===== src/rtl/blueball_motion.sv =====
// Blue-ball tile motion and sprite pixel offset stage.
// Optional: BLUEBALL_KEY_REPEAT_EN chains moves while a key is held.
module blueball_motion #(
  parameter int START_TX = 1,
  parameter int START_TY = 1,
  parameter int STEP     = 4
) (
  input  logic        vga_clk,
  input  logic        reset_n,
  input  logic        vsync,
  input  logic [9:0]  DrawX,
  input  logic [9:0]  DrawY,
  input  logic        blank,
  input  logic [7:0]  keycode,
  input  logic        wall_n,
  input  logic        wall_e,
  input  logic        wall_s,
  input  logic        wall_w,
  output logic [19:0] DistX,
  output logic [19:0] DistY,
  output logic        sprite_blank,
  output logic [4:0]  tile_x,
  output logic [4:0]  tile_y,
  output logic        busy
);

  typedef enum logic [1:0] {
    S_IDLE, S_MOVE, S_HOLD
  } state_t;

  typedef enum logic [1:0] {
    D_UP, D_DN, D_LT, D_RT
  } dir_t;

  localparam logic signed [5:0] STEP_S  = 6'(STEP);
  localparam logic signed [5:0] OFF_END = 6'sd20;

  state_t state, state_nxt;
  dir_t   dir, key_dir;

  logic vsync_d, tick;
  logic key_vld, blocked, go, arrive;
  logic signed [5:0] off_x, off_y;
  logic signed [5:0] off_x_nxt, off_y_nxt;
  logic [10:0] pix_x, pix_y, dx, dy;
  logic hit;

  // Delayed vsync for falling-edge frame tick detection
  always_ff @(posedge vga_clk or negedge reset_n) begin
    if (!reset_n) vsync_d <= 1'b1;
    else          vsync_d <= vsync;
  end

  assign tick = vsync_d & ~vsync;

  // Key decode and blocking against walls and grid edges
  always_comb begin
    key_vld = 1'b1;
    key_dir = D_UP;
    unique case (1'b1)
      (keycode == 8'h1A): key_dir = D_UP;
      (keycode == 8'h16): key_dir = D_DN;
      (keycode == 8'h04): key_dir = D_LT;
      (keycode == 8'h07): key_dir = D_RT;
      default:            key_vld = 1'b0;
    endcase
    unique case (key_dir)
      D_UP: blocked = wall_n | (tile_y == 5'd0);
      D_DN: blocked = wall_s | (tile_y == 5'd23);
      D_LT: blocked = wall_w | (tile_x == 5'd0);
      D_RT: blocked = wall_e | (tile_x == 5'd31);
      default: blocked = 1'b1;
    endcase
  end

  assign go = (state == S_IDLE) & tick
            & key_vld & ~blocked;

  // Offset after one step in the latched direction
  always_comb begin
    off_x_nxt = off_x;
    off_y_nxt = off_y;
    unique case (dir)
      D_UP: off_y_nxt = off_y - STEP_S;
      D_DN: off_y_nxt = off_y + STEP_S;
      D_LT: off_x_nxt = off_x - STEP_S;
      D_RT: off_x_nxt = off_x + STEP_S;
      default: ;
    endcase
  end

  assign arrive = (off_x_nxt == OFF_END)
               || (off_x_nxt == -OFF_END)
               || (off_y_nxt == OFF_END)
               || (off_y_nxt == -OFF_END);

  // FSM state register
  always_ff @(posedge vga_clk or negedge reset_n) begin
    if (!reset_n) state <= S_IDLE;
    else          state <= state_nxt;
  end

  // FSM next-state logic
  always_comb begin
    state_nxt = state;
    unique case (state)
      S_IDLE: if (go) state_nxt = S_MOVE;
      S_MOVE:
        if (tick && arrive) begin
`ifdef BLUEBALL_KEY_REPEAT_EN
          state_nxt = S_IDLE;
`else
          state_nxt = S_HOLD;
`endif
        end
      S_HOLD: if (!key_vld) state_nxt = S_IDLE;
      default: state_nxt = S_IDLE;
    endcase
  end

  // FSM outputs
  always_comb begin
    busy = (state == S_MOVE);
  end

  // Tile position, direction and in-flight offset
  always_ff @(posedge vga_clk or negedge reset_n) begin
    if (!reset_n) begin
      tile_x <= 5'(START_TX);
      tile_y <= 5'(START_TY);
      dir    <= D_RT;
      off_x  <= '0;
      off_y  <= '0;
    end else if (go) begin
      dir   <= key_dir;
      off_x <= '0;
      off_y <= '0;
    end else if (busy && tick) begin
      if (arrive) begin
        off_x <= '0;
        off_y <= '0;
        unique case (dir)
          D_UP: tile_y <= tile_y - 5'd1;
          D_DN: tile_y <= tile_y + 5'd1;
          D_LT: tile_x <= tile_x - 5'd1;
          D_RT: tile_x <= tile_x + 5'd1;
          default: ;
        endcase
      end else begin
        off_x <= off_x_nxt;
        off_y <= off_y_nxt;
      end
    end
  end

  assign pix_x = {6'b0, tile_x} * 11'd20
               + {{5{off_x[5]}}, off_x};
  assign pix_y = {6'b0, tile_y} * 11'd20
               + {{5{off_y[5]}}, off_y};
  assign dx = {1'b0, DrawX} - pix_x;
  assign dy = {1'b0, DrawY} - pix_y;
  assign hit = !dx[10] && (dx < 11'd20)
            && !dy[10] && (dy < 11'd20);

  // Registered sprite-relative offsets and gated blank
  always_ff @(posedge vga_clk or negedge reset_n) begin
    if (!reset_n) begin
      DistX        <= '0;
      DistY        <= '0;
      sprite_blank <= 1'b0;
    end else begin
      DistX        <= hit ? {9'b0, dx} : '0;
      DistY        <= hit ? {9'b0, dy} : '0;
      sprite_blank <= blank & hit;
    end
  end

endmodule


===== config.mk =====
export PLATFORM = sky130hd
export DESIGN_NAME = blueball_motion
export DESIGN_NICKNAME = d
export VERILOG_FILES = /design/src/rtl/blueball_motion.sv
export SDC_FILE = /design/constraint.sdc
export NUM_CORES = 1
export LEC_CHECK = 0
export CAP_MARGIN = 20
export CORE_ASPECT_RATIO = 0.8
export CORE_MARGIN = 2
export CORE_UTILIZATION = 47
export DETAILED_ROUTE_END_ITERATION = 10
export PLACE_DENSITY = 0.78
export SYNTH_ARGS = -nofsm -noshare
export SYNTH_HDL_FRONTEND = slang
export SYNTH_SLANG_ARGS = --single-unit

===== constraint.sdc =====
create_clock -name vga_clk -period 6 [get_ports vga_clk]
set_input_delay 0.6 -clock vga_clk [delete_from_list [all_inputs] [get_ports vga_clk]]
set_output_delay 0.6 -clock vga_clk [all_outputs]
set_load 0.02 [all_outputs]

**Yosys cells after proc, flatten, opt, wreduce, memory -nomap -nowiden**

Index checks and enable logic that the tools add are counted.

- Register bits after elaboration: 50
- Output and inout port bits: 52
- Logic and storage cells: 100

- Equality and inequality tests: 21
- Reductions and logical operators: 22
- Magnitude comparators: 2
- Multiply operators: 2
- Multiplexer cells: 19
- Add/subtract/negate cells: 12
- Bitwise logic cells: 12

Operators by type and width:

| operator | number |
|---|---|
| two-way mux 6 bit | 6 |
| == test 6 bit, second input constant | 4 |
| case mux 6 bit (2 select lines) | 2 |
| adder 10 x 11 -> 11 bit | 2 |
| less-than comparator 11 x 5 -> 1 bit, second input constant | 2 |
| two-way mux 11 bit | 2 |
| subtractor 10 x 11 -> 11 bit | 2 |
| case mux 5 bit (2 select lines) | 2 |
| == test 8 x 3 -> 1 bit, second input constant | 2 |
| == test 8 x 5 -> 1 bit, second input constant | 2 |
| multiplier 5 x 3 -> 8 bit, second input constant | 2 |
| adder 6 x 4 -> 6 bit, second input constant | 2 |
| case mux 2 bit (3 select lines) | 2 |
| subtractor 6 x 4 -> 6 bit, second input constant | 2 |
| adder 5 x 1 -> 5 bit, second input constant | 2 |
| == test 2 bit, second input constant | 5 |
| == test 5 bit, second input constant | 2 |
| zero test 5 bit | 2 |
| subtractor 5 x 1 -> 5 bit, second input constant | 2 |
| AND reduction 4 bit | 2 |
| == test 2 x 1 -> 1 bit, second input constant | 3 |
| zero test 2 bit | 3 |
| two-way mux 2 bit | 3 |
| nonzero test 2 bit | 3 |
| other kinds (12) | 29 |

**Logic depth before layout (Yosys ltp)**

- Word-level depth: 9
- Gate-level depth with buffers: 16
- Depth with buffers taken out: 15

**Least setup slack after synthesis**

OpenSTA, ideal clock, no wires.

- Kind: register to register
- Start: register tile_y[4]
- End: register DistY[3]
- Period minus slack after synthesis: 3868 ps
- Buffers on the path: 1
- Arrival: 3800 ps
- Slack: 2132 ps
- Setup time: 68 ps
- Stages on the path, launching flop included: 17
- Path through: dfrtp_1 -> ha_1 -> ha_1 -> a21o_1 -> a21oi_1 -> xnor2_1 -> fa_1 -> inv_1 -> ha_1 -> nor2b_1 -> a22oi_1 -> o2111ai_1 -> nor3_1 -> o2111ai_1 -> a2111oi_0 -> clkbuf_1 -> and4b_1

- Cells in the longest elaborated chain, start to end: 7
- Elaborated cells on any way between the ends: 8

RTL lines:

| element | RTL line | RTL |
|---|---|---|
| start: declaration | 23 | `output logic [4:0] tile_y,` |
| start signal: assignment | 130 | `tile_y <= 5'(START_TY);` |
| start signal: assignment | 143 | `D_UP: tile_y <= tile_y - 5'd1;` |
| start signal: assignment | 144 | `D_DN: tile_y <= tile_y + 5'd1;` |
| multiplier 5 x 3 -> 8 bit (*) | 158 | `assign pix_y = {6'b0, tile_y} * 11'd20` |
| adder 10 x 11 -> 11 bit (*) | 159 | `+ {{5{off_y[5]}}, off_y};` |
| subtractor 10 x 11 -> 11 bit (*) | 161 | `assign dy = {1'b0, DrawY} - pix_y;` |
| branches (longest 2 deep; another with less-than comparator 11 x 5 -> 1 bit) | - |  |
| logical AND 1 bit (*) | 163 | `&& !dy[10] && (dy < 11'd20);` |
| two-way mux 11 bit (*) | 173 | `DistY <= hit ? {9'b0, dy} : '0;` |
| end signal: assignment | 173 |  |
| end: declaration | 20 | `output logic [19:0] DistY,` |

Mark *: on every way between the ends.
A chain may end at the register's enable or synchronous reset.

**Worst setup path in the final report**

- Start: register tile_y[1]
- End: register DistX[4]

- Cells in the longest elaborated chain, start to end: 7
- Elaborated cells on any way between the ends: 8

RTL lines:

| element | RTL line | RTL |
|---|---|---|
| multiplier 5 x 3 -> 8 bit (*) | 158 |  |
| adder 10 x 11 -> 11 bit (*) | 159 |  |
| subtractor 10 x 11 -> 11 bit (*) | 161 |  |
| branches (longest 2 deep; another with less-than comparator 11 x 5 -> 1 bit) | - |  |
| logical AND 1 bit (*) | 163 |  |
| two-way mux 11 bit (*) | 172 | `DistX <= hit ? {9'b0, dx} : '0;` |
| end signal: assignment | 172 |  |
| end: declaration | 19 | `output logic [19:0] DistX,` |

Marks and branches as above.

==> parameters.txt <==
Parameter                              Value

Run status
  Run status ... finished, final reports clean

Clock tree
  Htree depth ... 2
  Total of hold buffers inserted after clock tree synthesis ... 0
  TritonCTS buffer count ... 5
  Number of buffers on the longest clock path ... 2
  Clock tree from TritonCTS ... yes
  Total of cells resized after clock tree synthesis ... 0
  Number of buffers inserted to repair setup after CTS ... 0
  Num Clock Sinks ... 46
  Clock network latency to the later pin of the worst-skew pair ... 0.31 ns
  Clk root buf ... sky130_fd_sc_hd__clkbuf_8
  Clk slew on worst S/H paths ... 0.09 ns

Worst setup path
  Crit path max fanout ... 11
  Slowest-stage cell, CP ... sky130_fd_sc_hd__dfrtp_1
  R2r startpoint ... tile_y[1]
  Kind of critical path ... flop to flop
  Setup crit end kind ... flop
  Number of buffer and inverter stages on the critical path ... 2
  Cell family with the largest share of critical-path delay ... adder cells
  Setup slack on the worst flop-to-flop path ... 1.95 ns
  WP data arrival ... 4.29 ns
  Endpoint of the worst register-to-register path ... DistX[4]
  Worst EP required ... 6.24 ns
  Kind of start point of the critical path ... flop
  Critical Path Max Stage Delay ... 0.50 ns
  Critical Path Stages ... 16
  Worst reg2reg path depth ... 16
  Cell-by-cell trace of the critical path ... ha_1 -> ha_1 -> fa_1 -> a21oi_1 -> nor2b_1 -> fa_1 -> inv_1 -> ha_1 -> nor2_1 -> xnor2_1 -> o2111ai_1 -> nor3_1 -> o2111ai_1 -> a2111oi_1 -> buf_4 -> and4_1
  CP dominant cell by count ... sky130_fd_sc_hd__ha_1

Cells and area
  Final Instance Area ... 0.004930 mm²
  Area Growth Syn to Fin ... 22.13%
  Inserted Diodes ... 0
  Fill cell total of the finished layout ... 735
  Share of layout cells above drive strength 1 ... 6.694%
  Final-stage net count ... 589

Logic synthesis
  Part of the Yosys area used for sequential elements ... 28.67%
  Biggest area contributors in the synthesized netlist ... sky130_fd_sc_hd__dfrtp_1, sky130_fd_sc_hd__ha_1, sky130_fd_sc_hd__fa_1
  Synth Cell Area ... 0.004036 mm²
  Count of flip-flops with a built-in enable after synthesis ... 0
  Top post-synthesis cells by count ... sky130_fd_sc_hd__inv_1, sky130_fd_sc_hd__dfrtp_1, sky130_fd_sc_hd__ha_1
  Most used standard cell by instance count after synthesis ... sky130_fd_sc_hd__inv_1
  Async set-reset flop share out of synthesis ... 100.0%
  Count of yosys warnings during synthesis ... 0
  Cell variety after synth ... 61
  Mean instance size in the synthesized netlist ... 9.845 µm²
  Most frequently used flop master after synthesis ... sky130_fd_sc_hd__dfrtp_1
  Number of standard cells after synthesis ... 410
  Largest area contributor in the synthesized netlist ... sky130_fd_sc_hd__dfrtp_1
  FF+latch count, synth ... 46
  Top-area cell type share of the netlist area ... 25.42%

Hold path
  Class of the worst hold path ... input port to asynchronous set/reset pin

Floorplan
  Height of the die ... 86.89 µm
  Die extent in x ... 107.6 µm
  Core ar. ... 0.008408 mm²
  Floorplan row count ... 30
  Ports placed on the boundary ... 88
  Starting Density ... 48.01%
  DIE AREA ... 0.009350 mm²

Global route
  First-pass GRT wire length ... 14520 µm
  Global routing met2 resource utilization ... 32.30%
  Number of antenna violations at the first check in global routing ... 0
  M3 GR Usage ... 3.141%
  Number of global-route vias before repair ... 3126
  Largest net degree at the start of global routing ... 47
  M1 GR Usage ... 27.23%
  Residual overflow from global routing ... 0
  GRT Overall Usage ... 19.54%
  Most Used Layer, Global Route ... met2

Place
  Final GP Congestion ... 0.8514
  HPWL reported at the end of detailed placement ... 6683 µm
  Post-Place Cell Area ... 0.004797 mm²
  Number of input and output port buffers inserted ... 69

Job
  Maximum capacitance violations ... 0

Timing
  Pin slew with the least headroom to its limit ... 0.8356 ns
  Post-Route Skew ... 0.009282 ns
  Worst slew margin relative to its limit ... 43.87%
  Post-route minimum period ... 4.051 ns
  Fin. max-slew vios ... 0
  Maximum operating frequency ... 0.2468 GHz
  Total negative slack for setup checks ... 0 ns
  Share of the clock period used by the worst path after layout ... 67.52%
  Final setup fails ... 0
  Hold Slack ... 0.2447 ns
  RSZ-0062 raised after global routing ... false
  Number of endpoints with negative hold slack in the final report ... 0

Routing
  Wire length per cell ... 14.01 µm
  Final Routed Wirelength ... 8478 µm
  Number of DRC violations after detailed routing ... 0
  Number of vias after detailed routing ... 3126
  1st-pass router iterations ... 6
  Per-cell via count in the routed design ... 5.167
  Initial drt markers ... 191
  Number of nets with antenna violations after routing ... 0

Power and ir drop
  Fraction of power spent switching nets ... 41.48%
  Cell area power density ... 257.0 mW/mm²
  Design Power ... 0.001267 W
  Sequential power share ... 30.5%
  Maximum VDD drop ... 158.7 µV
  Leakage ... 2.349 nW
  Switching component of the power ... 0.0005256 W
  Combinational cell fraction of total power ... 50.8%
  Int Pwr ... 0.0007414 W
  Clock network power share ... 18.7%
==> worst max path at each step <==
| stage | start | endpoint | slack, ns |
|---|---|---|---|
| 6_report | tile_y[1] | DistX[4] | 1.95 |
| 5_1_grt | tile_y[1] | DistX[2] | 1.66 |
| 4_1_cts | tile_y[1] | DistX[4] | 1.94 |
| 3_5_place_dp | tile_y[1] | DistX[4] | 1.97 |
| 3_3_place_gp | tile_y[1] | DistX[3] | 2.10 |
| 2_1_floorplan | tile_y[4] | DistY[3] | 2.13 |
==> power groups by stage <==
stage	registers [W]	logic (W)	clock network (W)
floorplan	0.000385	0.000497	0
global placement	0.000391	0.000615	0
finish	0.000387	0.000643	0.000237
CTS	0.000388	0.000639	0.000245
global route	0.000394	0.000721	0.000264
detailed placement	0.000394	0.000634	0
==> registers in the layout (all words and copies together), names as in the netlist <==
register      cells
sprite_blank      1
off_x             4
off_y             4
DistX            11
dir               2
state             2
vsync_d           1
DistY            11
tile_x            5
tile_y            5
==> per-stage QoR <==
stage | std cells | setup WS (ns) | utilization, %
floorplan | 441 | 2.132 | -
global route | 605 | 1.661 | 58.63
finish | 605 | 1.949 | 58.63
CTS | 604 | 1.938 | 58.39
detailed placement | 596 | 1.969 | 57.05
global placement | 596 | 2.099 | 57.05
==> cell families after synthesis <==
| family | count (synthesis) | synth area share, % |
|---|---|---|
| simple gates | 108 | 16.09 |
| compound gates | 80 | 13.98 |
| buf+inv | 78 | 9.547 |
| fa+ha+maj | 61 | 23.00 |
| flops | 46 | 28.67 |
| xor+xnor | 25 | 5.425 |
| mux | 11 | 3.193 |
| other cells | 1 | 0.09291 |
==> layout by cell type, fill, tap and decap left out, types with 2 or more instances in the layout <==
master                            synthesis  routed
sky130_fd_sc_hd__clkdlybuf4s50_1          0      68
sky130_fd_sc_hd__inv_1                   50      50
sky130_fd_sc_hd__dfrtp_1                 41      41
sky130_fd_sc_hd__ha_1                    39      39
sky130_fd_sc_hd__conb_1                   1      32
sky130_fd_sc_hd__a21oi_1                 25      25
sky130_fd_sc_hd__fa_1                    22      22
sky130_fd_sc_hd__nand2_1                 17      17
sky130_fd_sc_hd__nor2_1                  16      16
sky130_fd_sc_hd__xnor2_1                 15      15
sky130_fd_sc_hd__o21ai_0                 13      13
sky130_fd_sc_hd__nor3_1                  13      13
sky130_fd_sc_hd__xor2_1                  10      10
sky130_fd_sc_hd__and4_1                  10      10
sky130_fd_sc_hd__nand2b_1                 9       9
sky130_fd_sc_hd__nand3_1                  8       8
sky130_fd_sc_hd__a21o_1                   8       8
sky130_fd_sc_hd__o21a_1                   6       6
sky130_fd_sc_hd__nand3b_1                 6       6
sky130_fd_sc_hd__nor2b_1                  5       5
sky130_fd_sc_hd__or4_1                    5       5
sky130_fd_sc_hd__mux2i_1                  5       5
sky130_fd_sc_hd__clkbuf_8                 0       5
sky130_fd_sc_hd__dfstp_2                  5       5
sky130_fd_sc_hd__o22ai_1                  4       4
sky130_fd_sc_hd__and4b_1                  3       3
sky130_fd_sc_hd__and3_1                   3       3
sky130_fd_sc_hd__mux2_4                   3       3
sky130_fd_sc_hd__mux2_1                   3       3
sky130_fd_sc_hd__o211ai_1                 2       2
sky130_fd_sc_hd__o2111ai_1                2       2
sky130_fd_sc_hd__a31o_2                   2       2
sky130_fd_sc_hd__nor4_1                   2       2
sky130_fd_sc_hd__nand4b_1                 2       2
sky130_fd_sc_hd__a31oi_1                  2       2
sky130_fd_sc_hd__o21ai_1                  2       2
sky130_fd_sc_hd__buf_4                   18       2
==> final cells by class <==
type                    count  area, µm²  area share (%)
multi-input cells         317       2611           52.97
repair buffers             72      720.7           14.62
clock buffers               5      68.82           1.396
well taps                 112      140.1           2.843
flip-flops and latches     46       1157           23.48
inverters                  50      187.7           3.807
clock inverters             3      43.79          0.8883
==> layer usage <==
layer	wire, µm	part of all wire [%]
met1	3937	46
met2	4009	47
met3	467	5.5
met4	63	0.74
met5	0	0
(Power assumes the default switching activity.)
